File: src/rtl/hilo_mul_ctrl_if.sv
// EX-stage / multiplier / HI-LO signal bundle for the multiply controller.
// master is the controller side, slave is the pipeline-plus-multiplier side.
interface hilo_mul_ctrl_if;
    logic        ex_valid;
    logic [2:0]  ex_op;
    logic [31:0] ex_rs_data;
    logic [31:0] ex_rt_data;
    logic        flush;
    logic        stall_req;
    logic        mul_start;
    logic        mul_annul;
    logic        mul_signed;
    logic [31:0] mul_op1;
    logic [31:0] mul_op2;
    logic [63:0] mul_result;
    logic        mul_ready;
    logic [31:0] hi_o;
    logic [31:0] lo_o;
    logic        hilo_we;

    modport master (
        input  ex_valid, ex_op, ex_rs_data, ex_rt_data, flush, mul_result, mul_ready,
        output stall_req, mul_start, mul_annul, mul_signed, mul_op1, mul_op2,
               hi_o, lo_o, hilo_we
    );

    modport slave (
        output ex_valid, ex_op, ex_rs_data, ex_rt_data, flush, mul_result, mul_ready,
        input  stall_req, mul_start, mul_annul, mul_signed, mul_op1, mul_op2,
               hi_o, lo_o, hilo_we
    );
endinterface

File: src/rtl/hilo_mul_ctrl.sv
// Launches MULT/MULTU on the sequential multiplier, stalls EX until mul_ready, then writes HI/LO.
// MTHI/MTLO write at the end of EX with no stall; flush during a multiply annuls it for one cycle.
module hilo_mul_ctrl (
    input  logic            clk,
    input  logic            rst,
    hilo_mul_ctrl_if.master bus
);
    typedef enum logic [1:0] {
        IDLE  = 2'd0,
        BUSY  = 2'd1,
        DONE  = 2'd2,
        ABORT = 2'd3
    } state_t;

    localparam logic [2:0] OP_MULT  = 3'd1;
    localparam logic [2:0] OP_MULTU = 3'd2;
    localparam logic [2:0] OP_MTHI  = 3'd3;
    localparam logic [2:0] OP_MTLO  = 3'd4;

    state_t state;
    logic   mul_req;

    assign mul_req = bus.ex_valid && !bus.flush &&
                     ((bus.ex_op == OP_MULT) || (bus.ex_op == OP_MULTU));

    // ABORT keeps the pipeline held so a request arriving behind the flush waits for IDLE.
    assign bus.stall_req = ((state == IDLE) && mul_req) || (state == BUSY) || (state == ABORT);

    always_ff @(posedge clk or negedge rst) begin
        if (!rst) begin
            state          <= IDLE;
            bus.hi_o       <= 32'd0;
            bus.lo_o       <= 32'd0;
            bus.mul_start  <= 1'b0;
            bus.mul_annul  <= 1'b0;
            bus.mul_signed <= 1'b0;
            bus.mul_op1    <= 32'd0;
            bus.mul_op2    <= 32'd0;
            bus.hilo_we    <= 1'b0;
        end else begin
            bus.hilo_we <= 1'b0;
            case (state)
                IDLE: begin
                    if (bus.ex_valid && !bus.flush) begin
                        case (bus.ex_op)
                            OP_MULT, OP_MULTU: begin
                                bus.mul_op1    <= bus.ex_rs_data;
                                bus.mul_op2    <= bus.ex_rt_data;
                                bus.mul_signed <= (bus.ex_op == OP_MULT);
                                bus.mul_start  <= 1'b1;
                                state          <= BUSY;
                            end
                            OP_MTHI: begin
                                bus.hi_o    <= bus.ex_rs_data;
                                bus.hilo_we <= 1'b1;
                            end
                            OP_MTLO: begin
                                bus.lo_o    <= bus.ex_rs_data;
                                bus.hilo_we <= 1'b1;
                            end
                            default: ;
                        endcase
                    end
                end
                BUSY: begin
                    // Operands stay put: the multiplier re-reads them when it completes.
                    if (bus.flush) begin
                        bus.mul_start <= 1'b0;
                        bus.mul_annul <= 1'b1;
                        state         <= ABORT;
                    end else if (bus.mul_ready) begin
                        bus.hi_o      <= bus.mul_result[63:32];
                        bus.lo_o      <= bus.mul_result[31:0];
                        bus.hilo_we   <= 1'b1;
                        bus.mul_start <= 1'b0;
                        state         <= DONE;
                    end
                end
                DONE: begin
                    state <= IDLE;
                end
                ABORT: begin
                    bus.mul_annul <= 1'b0;
                    state         <= IDLE;
                end
                default: begin
                    state <= IDLE;
                end
            endcase
        end
    end
endmodule

File: src/flat_wrapper.sv
// flat-port wrapper written by rule: the top's interface ports become plain ports
module hilo_mul_ctrl_flat 
  (clk, rst, bus_ex_valid, bus_ex_op, bus_ex_rs_data, bus_ex_rt_data, bus_flush, bus_mul_result, bus_mul_ready, bus_stall_req, bus_mul_start, bus_mul_annul, bus_mul_signed, bus_mul_op1, bus_mul_op2, bus_hi_o, bus_lo_o, bus_hilo_we);
  hilo_mul_ctrl_if bus_i ();
  input  logic clk;
  input  logic rst;
  input wire logic [$bits(bus_i.ex_valid)-1:0] bus_ex_valid;
  input wire logic [$bits(bus_i.ex_op)-1:0] bus_ex_op;
  input wire logic [$bits(bus_i.ex_rs_data)-1:0] bus_ex_rs_data;
  input wire logic [$bits(bus_i.ex_rt_data)-1:0] bus_ex_rt_data;
  input wire logic [$bits(bus_i.flush)-1:0] bus_flush;
  input wire logic [$bits(bus_i.mul_result)-1:0] bus_mul_result;
  input wire logic [$bits(bus_i.mul_ready)-1:0] bus_mul_ready;
  output wire logic [$bits(bus_i.stall_req)-1:0] bus_stall_req;
  output wire logic [$bits(bus_i.mul_start)-1:0] bus_mul_start;
  output wire logic [$bits(bus_i.mul_annul)-1:0] bus_mul_annul;
  output wire logic [$bits(bus_i.mul_signed)-1:0] bus_mul_signed;
  output wire logic [$bits(bus_i.mul_op1)-1:0] bus_mul_op1;
  output wire logic [$bits(bus_i.mul_op2)-1:0] bus_mul_op2;
  output wire logic [$bits(bus_i.hi_o)-1:0] bus_hi_o;
  output wire logic [$bits(bus_i.lo_o)-1:0] bus_lo_o;
  output wire logic [$bits(bus_i.hilo_we)-1:0] bus_hilo_we;
  assign bus_i.ex_valid = bus_ex_valid;
  assign bus_i.ex_op = bus_ex_op;
  assign bus_i.ex_rs_data = bus_ex_rs_data;
  assign bus_i.ex_rt_data = bus_ex_rt_data;
  assign bus_i.flush = bus_flush;
  assign bus_i.mul_result = bus_mul_result;
  assign bus_i.mul_ready = bus_mul_ready;
  assign bus_stall_req = bus_i.stall_req;
  assign bus_mul_start = bus_i.mul_start;
  assign bus_mul_annul = bus_i.mul_annul;
  assign bus_mul_signed = bus_i.mul_signed;
  assign bus_mul_op1 = bus_i.mul_op1;
  assign bus_mul_op2 = bus_i.mul_op2;
  assign bus_hi_o = bus_i.hi_o;
  assign bus_lo_o = bus_i.lo_o;
  assign bus_hilo_we = bus_i.hilo_we;
  hilo_mul_ctrl u_core (.clk(clk), .rst(rst), .bus(bus_i));
endmodule
File: config.mk
export PLATFORM = sky130hd
export DESIGN_NAME = hilo_mul_ctrl_flat
export DESIGN_NICKNAME = d
export VERILOG_FILES = /design/src/rtl/hilo_mul_ctrl_if.sv /design/src/rtl/hilo_mul_ctrl.sv /design/src/flat_wrapper.sv
export SDC_FILE = /design/constraint.sdc
export NUM_CORES = 1
export LEC_CHECK = 0
export BUFFER_PORTS_ARGS = -buffer_cell sky130_fd_sc_hd__buf_2
export CORE_ASPECT_RATIO = 0.7
export CORE_UTILIZATION = 35
export CTS_CLUSTER_SIZE = 12
export DETAILED_ROUTE_END_ITERATION = 10
export SKIP_CTS_REPAIR_TIMING = 1
export SYNTH_ARGS = -nofsm -noshare
export SYNTH_HDL_FRONTEND = slang
export SYNTH_SLANG_ARGS = --single-unit
File: constraint.sdc
create_clock -name clk -period 3.2 [get_ports clk]
set_input_delay 0.96 -clock clk [delete_from_list [all_inputs] [get_ports clk]]
set_output_delay 0.96 -clock clk [all_outputs]
set_load 0.005 [all_outputs]
* After elaboration in Yosys (flattened, before gate mapping) *
Cells that the tools add are included.

storage, ports and cells
  word-level logic and storage cells = 70
  input port bits = 136
  output and inout port bits = 133
  bits in registers = 134

cells by class
  muxes and demuxes = 27
  reduce and logical (&&, ||, !) cells = 19
  eq/ne operators = 15

operator list
  kind                                                                    count
  32-bit two-way mux                                                      8
  32-bit one-hot mux with 2 select lines                                  2
  2-bit inequality test (second input constant)                           7
  5-bit AND reduction                                                     2
  1-bit two-way mux                                                       9
  2-bit two-way mux                                                       4
  3-bit by 2-bit equality test with 1-bit output (second input constant)  2
  1-bit one-hot mux with 2 select lines                                   3
  2-bit one-hot mux with 3 select lines                                   1
  3-bit AND reduction                                                     2
  2-bit OR reduction                                                      3
  2-bit equality test (second input constant)                             2
  4-bit AND reduction                                                     1
  2-bit nonzero test                                                      2
  3-bit by 1-bit equality test with 1-bit output (second input constant)  1
  3-bit equality test (second input constant)                             1
  1-bit logical AND                                                       3
  1-bit logical OR                                                        3
  3-bit inequality test (second input constant)                           1
  2-bit by 1-bit equality test with 1-bit output (second input constant)  1
  2-bit zero test                                                         1
  2-bit AND reduction                                                     1
  1-bit zero test                                                         1

* Depth between registers and ports, before layout *
Gate-level depths: netlist (run 1).

  depth in word-level cells = 6
  mapped depth = 7
  mapped depth without buffers = 4

* Least setup slack after synthesis (run 1) *
No wires, ideal clock.

  kind = input port to output port
  start point = input bus_flush
  end point = output bus_stall_req
  path slack = 0.755 ns
  required time = 2.240 ns
  arrival = 1.485 ns
  stages on the path = 3
  path buffers = 0
  cells stage by stage = nand2b_1 nor3_2 a21o_1

on the way
  longest elaborated chain between the ends = 6

ends and longest elaborated chain
  item                             RTL line             RTL
  start, declared                  flat_wrapper.sv:11   input wire logic [$bits(bus_i.flush)-1:0] bus_flush;
  1-bit zero test                  hilo_mul_ctrl.sv:23  assign mul_req = bus.ex_valid && !bus.flush &&
  1-bit logical AND (2 in series)  hilo_mul_ctrl.sv:23
  1-bit logical AND                hilo_mul_ctrl.sv:27  assign bus.stall_req = ((state == IDLE) && mul_req) || (state == BUSY) || (state == ABORT);
  1-bit logical OR (2 in series)   hilo_mul_ctrl.sv:27
  end, declared                    flat_wrapper.sv:14   output wire logic [$bits(bus_i.stall_req)-1:0] bus_stall_req;

No other way between the ends.

* Final worst setup path (run 1) *
Same ends and word-level chain as after synthesis.

==> flow_metrics.py, run 1 <==
metrics = {
    "sta": {
        "fin_setup_tns_ps": 0,
        "max_freq_mhz": 348.9,
        "tightestPinTransition_ps": 938.4,
        "hold_viol": 0,
        "rsz0062_at_grt": "false",
        "setup_violations": 0,
        "min_period_over_period_pct": 89.58,
        "hold_ws_ps": 502.1,
        "clock_skew_ps": 9.089,
        "fin_crit_ps": 2867,
        "drv_slew": 0,
        "finalWorstSetupSlack_ps": 333.5,
        "slew_headroom_pct": 37.43,
    },
    "worst_setup_path": {
        "crit_path_start_kind": "primary input",
        "worst_r2r_path_depth": 5,
        "required_ps": 2240,
        "worstSetupEndpointType": "primary output",
        "reg2reg_from": "u_core.state[1]",
        "cp_max_fo": 6,
        "crit_arrival_ps": 1910,
        "rrSetupSlack_ps": 940,
        "r2r-end": "u_core.bus.lo_o[7]",
        "path_class": "in2out",
    },
    "power": {
        "seqPwrFrac_pct": 36.7,
        "power.leakage_nw": 4.051,
        "powerDensity_nw_per_um2": 1009,
        "power.net_switching_mw": 2.814,
        "combPwrFrac_pct": 38.3,
        "power_frac_clock_pct": 25.1,
        "p_int_mw": 5.283,
        "power_mw": 8.097,
        "p_sw_share_pct": 34.75,
        "ir_worst_vdd_mv": 0.4214,
    },
    "cts": {
        "cts.sinks": 134,
        "cts_tree": "yes",
        "htreeDepth": 4,
        "clkTransAtPathRegs_ps": 60,
        "cts_buffers": 17,
        "insertion_delay_ps": 420,
        "cts_max_path_buffers": 2,
        "cts_root_buf": "clkbuf_16",
    },
    "synth": {
        "synth-xor-area-share_pct": 0.1497,
        "synth_compound_area_share_pct": 17.84,
        "synth_top_family_by_area": "compound AO/OA/AOI/OAI gates",
        "avgSynthCellArea_um2": 11.77,
        "synthCells": 497,
        "synth_mux_area_share_pct": 15.47,
        "syn_nets": 633,
        "ys_top_cells_by_area": "dfrtp_1 (57%), mux2_4 (13%), a21oi_1 (11%)",
        "yosys.cell_types.count": 28,
        "ys_warn_count": 0,
        "synth_top_cell_area_share_pct": 57.33,
        "synth_area_um2": 5849,
        "synth_fa_ha_area_share_pct": 0,
        "synth.ff_latch_count": 134,
        "synth_simple_gate_area_share_pct": 5.433,
        "synth_area_leader_cell": "dfrtp_1",
        "yosysSeqAreaShare_pct": 57.33,
    },
    "flow_run": {
        "drv_cap": 0,
    },
    "hold_path": {
        "hold_depth": 1,
        "holdCritPathClass": "reg2reg",
        "holdCritStartpoint": "u_core.bus.mul_op1[8]",
        "worstHoldEndpoint": "u_core.bus.mul_op1[8]",
    },
    "routing": {
        "first_pass_iters": 4,
        "remaining_drc_errors": 0,
        "vias_per_cell": 4.955,
        "num_vias": 4925,
        "drt_iter0_drc": 236,
        "ant_nets": 0,
        "finalWirelength_um": 17360,
        "routedWlPerCell_um": 17.46,
    },
    "place": {
        "place.detailed.hpwl_um": 12390,
        "routabilityCongestion": 0.8033,
        "port_buffers": 268,
        "preCtsSetupSlack_ps": 351.1,
    },
    "final_layout": {
        "n_antenna_cell": 0,
        "nets": 892,
        "final_cell_mix": "buf_2 (267), dfrtp_1 (134), a21oi_1 (131)",
        "drive_above_1_share_pct": 49.93,
        "layout_commonest_cell": "buf_2",
        "areaGrowthSynthToFinish_pct": 37.20,
    },
    "global_routing": {
        "grt_max_degree": 69,
        "grt_pass1_vias": 4926,
        "grt-ovfl-total": 0,
        "grtUsageTotal_pct": 20.42,
        "grt_first_pass_wirelength_um": 26450,
        "antenna_found_initial": 0,
    },
    "floorplan": {
        "rows": 39,
        "coreArea_um2": 16350,
        "die_area_um2": 17240,
        "die_h_um": 110.2,
        "ios": 269,
        "die_x_um": 156.5,
        "initial_core_util_pct": 35.78,
    },
    "outcome": {
        "status": "complete, no violations",
    },
}
==> routing by layer <==
| metal | vias up | part of all wire, % | global-route usage (%) |
|---|---|---|---|
| li1 | 2282 | - | - |
| met1 | 2413 | 44 | 26.16 |
| met2 | 215 | 46 | 32.17 |
| met3 | 15 | 9.2 | 7.389 |
| met4 | 0 | 0.91 | 6.653 |
| met5 | - | 0 | 0 |
==> power by group through the flow <==
stage               Sequential [mW]  Clock, mW  Combinational (mW)
floorplan                      3.00          0                1.63
global placement               2.95          0                3.07
detailed placement             2.98          0                3.13
CTS                            2.97       2.08                3.14
global route                   3.07       2.15                3.45
finish                         2.97       2.03                3.10
==> through the flow <==
stage / area (um^2) / instances / util (%)
global route: 8025 / 994 / 49.09
detailed placement: 7415 / 962 / 45.36
CTS: 8025 / 994 / 49.09
global placement: 7415 / 962 / 45.36
finish: 8025 / 994 / 49.09
floorplan: 5849 / 497 / -
==> sequential cells by signal, indices dropped and copies added (netlist names) <==
register               count
u_core.bus.hi_o           32
u_core.bus.lo_o           32
u_core.bus.mul_op2        32
u_core.bus.mul_annul       1
u_core.bus.mul_op1        32
u_core.bus.hilo_we         1
u_core.bus.mul_signed      1
u_core.bus.mul_start       1
u_core.state               2
==> synthesized netlist by cell type <==
cell type	n
a211oi_1	1
a21o_1	1
a21oi_1	131
a31o_2	1
a31oi_1	3
and2_1	1
and3_1	1
and4bb_4	1
buf_2	9
buf_4	4
buf_6	5
clkbuf_1	21
dfrtp_1	134
inv_1	3
mux2_2	15
mux2_4	49
nand2_1	3
nand2b_1	1
nand3b_1	1
nor2_1	4
nor2b_1	35
nor3_1	2
nor3_2	2
o21a_1	1
o21ai_0	61
o21ai_1	5
o31ai_1	1
xnor2_1	1
==> worst max-delay path: stages <==
cell	delay [ps]
buf_2	130
nand2b_1	230
nor3_2	330
a21o_1	160
buf_2	100
==> cell type report <==
type	instances	area [um^2]
Sequential cell	134	3353
Clock buffer	18	439.2
Tap cell	225	281.5
Clock inverter	14	171.4
Fill cell	1481	8322
Timing Repair Buffer	279	1455
Inverter	3	11.26
Multi-Input combinational cell	321	2313
==> cell families after synthesis <==
family	count (synthesis)
multiplexers	64
AND/OR/NAND/NOR	51
AO/OA/AOI/OAI	205
XOR/XNOR	1
buffers and inverters	42
flip-flops	134
==> worst max path at each step <==
stage                    from             to  slack [ps]  cells after the start
floorplan           bus_flush  bus_stall_req         750                      3
global placement    bus_flush  bus_stall_req         400                      5
detailed placement  bus_flush  bus_stall_req         350                      5
CTS                 bus_flush  bus_stall_req         350                      5
global route        bus_flush  bus_stall_req         270                      5
finish              bus_flush  bus_stall_req         330                      5
Power figures use the tool's default switching activity.
==> run 2: changes to the inputs <==
Settings changed: CORE_UTILIZATION 35 to 51, PLACE_DENSITY from default to 0.86.
==> run 2 against run 1 <==
Sequential power barely moved. Clock skew rose by 2.0 ps. Count of clock-buffer cells in the layout rose by 1. Critical path type unchanged.
==> flow_metrics.py, run 2 (same netlist as run 1, synthesis figures left out) <==
metrics = {
    "final_layout": {
        "final_core_util_pct": 72.27,
        "fin_area_um2": 8015,
        "final_cell_mix": "buf_2 (267), dfrtp_1 (134), a21oi_1 (131)",
        "areaGrowthSynthToFinish_pct": 37.03,
        "num-fill-cells": 794,
        "multiInputGateArea_um2": 2305,
        "n_antenna_cell": 0,
        "ff_latch_area_um2": 3353,
        "layout_commonest_cell": "buf_2",
        "drive_above_1_share_pct": 50.06,
        "nets": 895,
    },
    "power": {
        "power_mw": 8.341,
        "power_frac_clock_pct": 26.6,
        "p_int_mw": 5.531,
        "power.leakage_nw": 4.086,
        "power.net_switching_mw": 2.810,
        "seqPwrFrac_pct": 35.9,
        "powerDensity_nw_per_um2": 1041,
        "p_sw_share_pct": 33.69,
        "combPwrFrac_pct": 37.4,
        "ir_worst_vdd_mv": 0.5596,
    },
    "sta": {
        "hold_viol": 0,
        "slew_headroom_pct": 60.36,
        "setup_violations": 0,
        "tightestPinTransition_ps": 594.6,
        "rsz0062_at_grt": "false",
        "max_freq_mhz": 349.0,
        "drv_slew": 0,
        "hold_ws_ps": 482.5,
        "fin_crit_ps": 2865,
        "clock_skew_ps": 11.04,
        "min_period_over_period_pct": 89.54,
        "fin_setup_tns_ps": 0,
    },
    "cts": {
        "cts_max_path_buffers": 2,
        "htreeDepth": 4,
        "cts_tree": "yes",
        "insertion_delay_ps": 400,
        "cts_root_buf": "clkbuf_16",
        "clkTransAtPathRegs_ps": 60,
        "cts_buffers": 17,
        "cts.sinks": 134,
    },
    "outcome": {
        "status": "complete, no violations",
    },
    "floorplan": {
        "initial_core_util_pct": 52.74,
        "die_area_um2": 11910,
        "rows": 32,
        "ios": 269,
        "die_h_um": 91.60,
        "coreArea_um2": 11090,
        "die_x_um": 130,
    },
    "worst_setup_path": {
        "cpMostUsedCell": "buf_2",
        "reg2reg_from": "u_core.state[1]",
        "cp_max_fo": 6,
        "slowest_delay_ps": 330,
        "critPathTopFamily": "simple AND/OR/NAND/NOR gates",
        "required_ps": 2240,
        "crit_arrival_ps": 1910,
        "slowest_stage": "nor3_2",
        "path_buf_inv": 2,
        "r2r-end": "u_core.bus.hi_o[0]",
        "path_class": "in2out",
        "crit_chain": "buf_2 -> nand2b_1 -> nor3_2 -> a21o_1 -> buf_2",
        "worstSetupEndpointType": "primary output",
        "rrSetupSlack_ps": 1210,
        "crit_path_start_kind": "primary input",
        "startpoint": "bus_flush",
        "cp.depth": 5,
        "worst_r2r_path_depth": 5,
        "worstSetupEndpoint": "bus_stall_req",
    },
    "hold_path": {
        "holdCritPathClass": "in2async",
    },
    "routing": {
        "routedWlPerCell_um": 18.61,
        "ant_nets": 0,
        "first_pass_iters": 5,
        "drt_iter0_drc": 284,
        "vias_per_cell": 5.468,
        "finalWirelength_um": 17200,
        "remaining_drc_errors": 0,
        "num_vias": 5052,
    },
    "global_routing": {
        "antenna_found_initial": 0,
        "grt_max_degree": 57,
        "grt_pass1_vias": 5053,
        "grtUsageTotal_pct": 29.66,
        "grt-ovfl-total": 0,
        "grt_first_pass_wirelength_um": 26160,
    },
    "place": {
        "port_buffers": 268,
        "post_dp_cell_area_um2": 7338,
        "routabilityCongestion": 0.8565,
        "place.detailed.hpwl_um": 12260,
    },
    "flow_run": {
        "drv_cap": 0,
    },
}
-- run 2: cell count changes in the layout (fill, tap and decap cells not counted), sizes merged --
cell and delta:
clkbuf +1, bufinv +3, clkinvlp +1, buf +3, clkinv -2, inv -4
-- run 2: area by class of cell --
class                   count  share of cell area, %
clock inverters            12                  2.794
multi-input cells         321                  28.75
flip-flops and latches    134                  41.84
repair buffers            282                  18.44
inverters                   3                 0.1405
clock buffers              19                  5.651
well taps                 153                  2.388
-- run 2: worst min path at each step --
stage,from,endpoint,slack (ps)
6_report,rst,u_core.bus.lo_o[16],480
2_1_floorplan,u_core.bus.lo_o[0],u_core.bus.lo_o[0],500
5_1_grt,rst,u_core.bus.hilo_we,510
3_3_place_gp,u_core.bus.mul_op1[31],u_core.bus.mul_op1[31],480
3_5_place_dp,u_core.bus.mul_op2[23],u_core.bus.mul_op2[23],490
4_1_cts,rst,u_core.bus.lo_o[16],500
-- run 2: power by group through the flow --
stage	Combinational, mW	Sequential [mW]	Clock (mW)
floorplan	1.63	3.00	0
global placement	2.98	2.94	0
detailed placement	3.10	2.99	0
CTS	3.13	2.99	2.25
global route	3.42	3.08	2.32
finish	3.12	3.00	2.22
-- run 2: per-layer routing --
layer	global-route usage (%)	share of wire, %
met1	36.22	39
met2	48.71	50
met3	8.839	8.3
met4	12.69	2.5
met5	0	0
-- run 2: metrics by stage --
step | worst slack (ps) | cells
3_5_place_dp | 332.4 | 893
6_report | 334.8 | 924
3_3_place_gp | 393.4 | 893
2_1_floorplan | 754.6 | 497
5_1_grt | 245.3 | 924
4_1_cts | 330.4 | 924
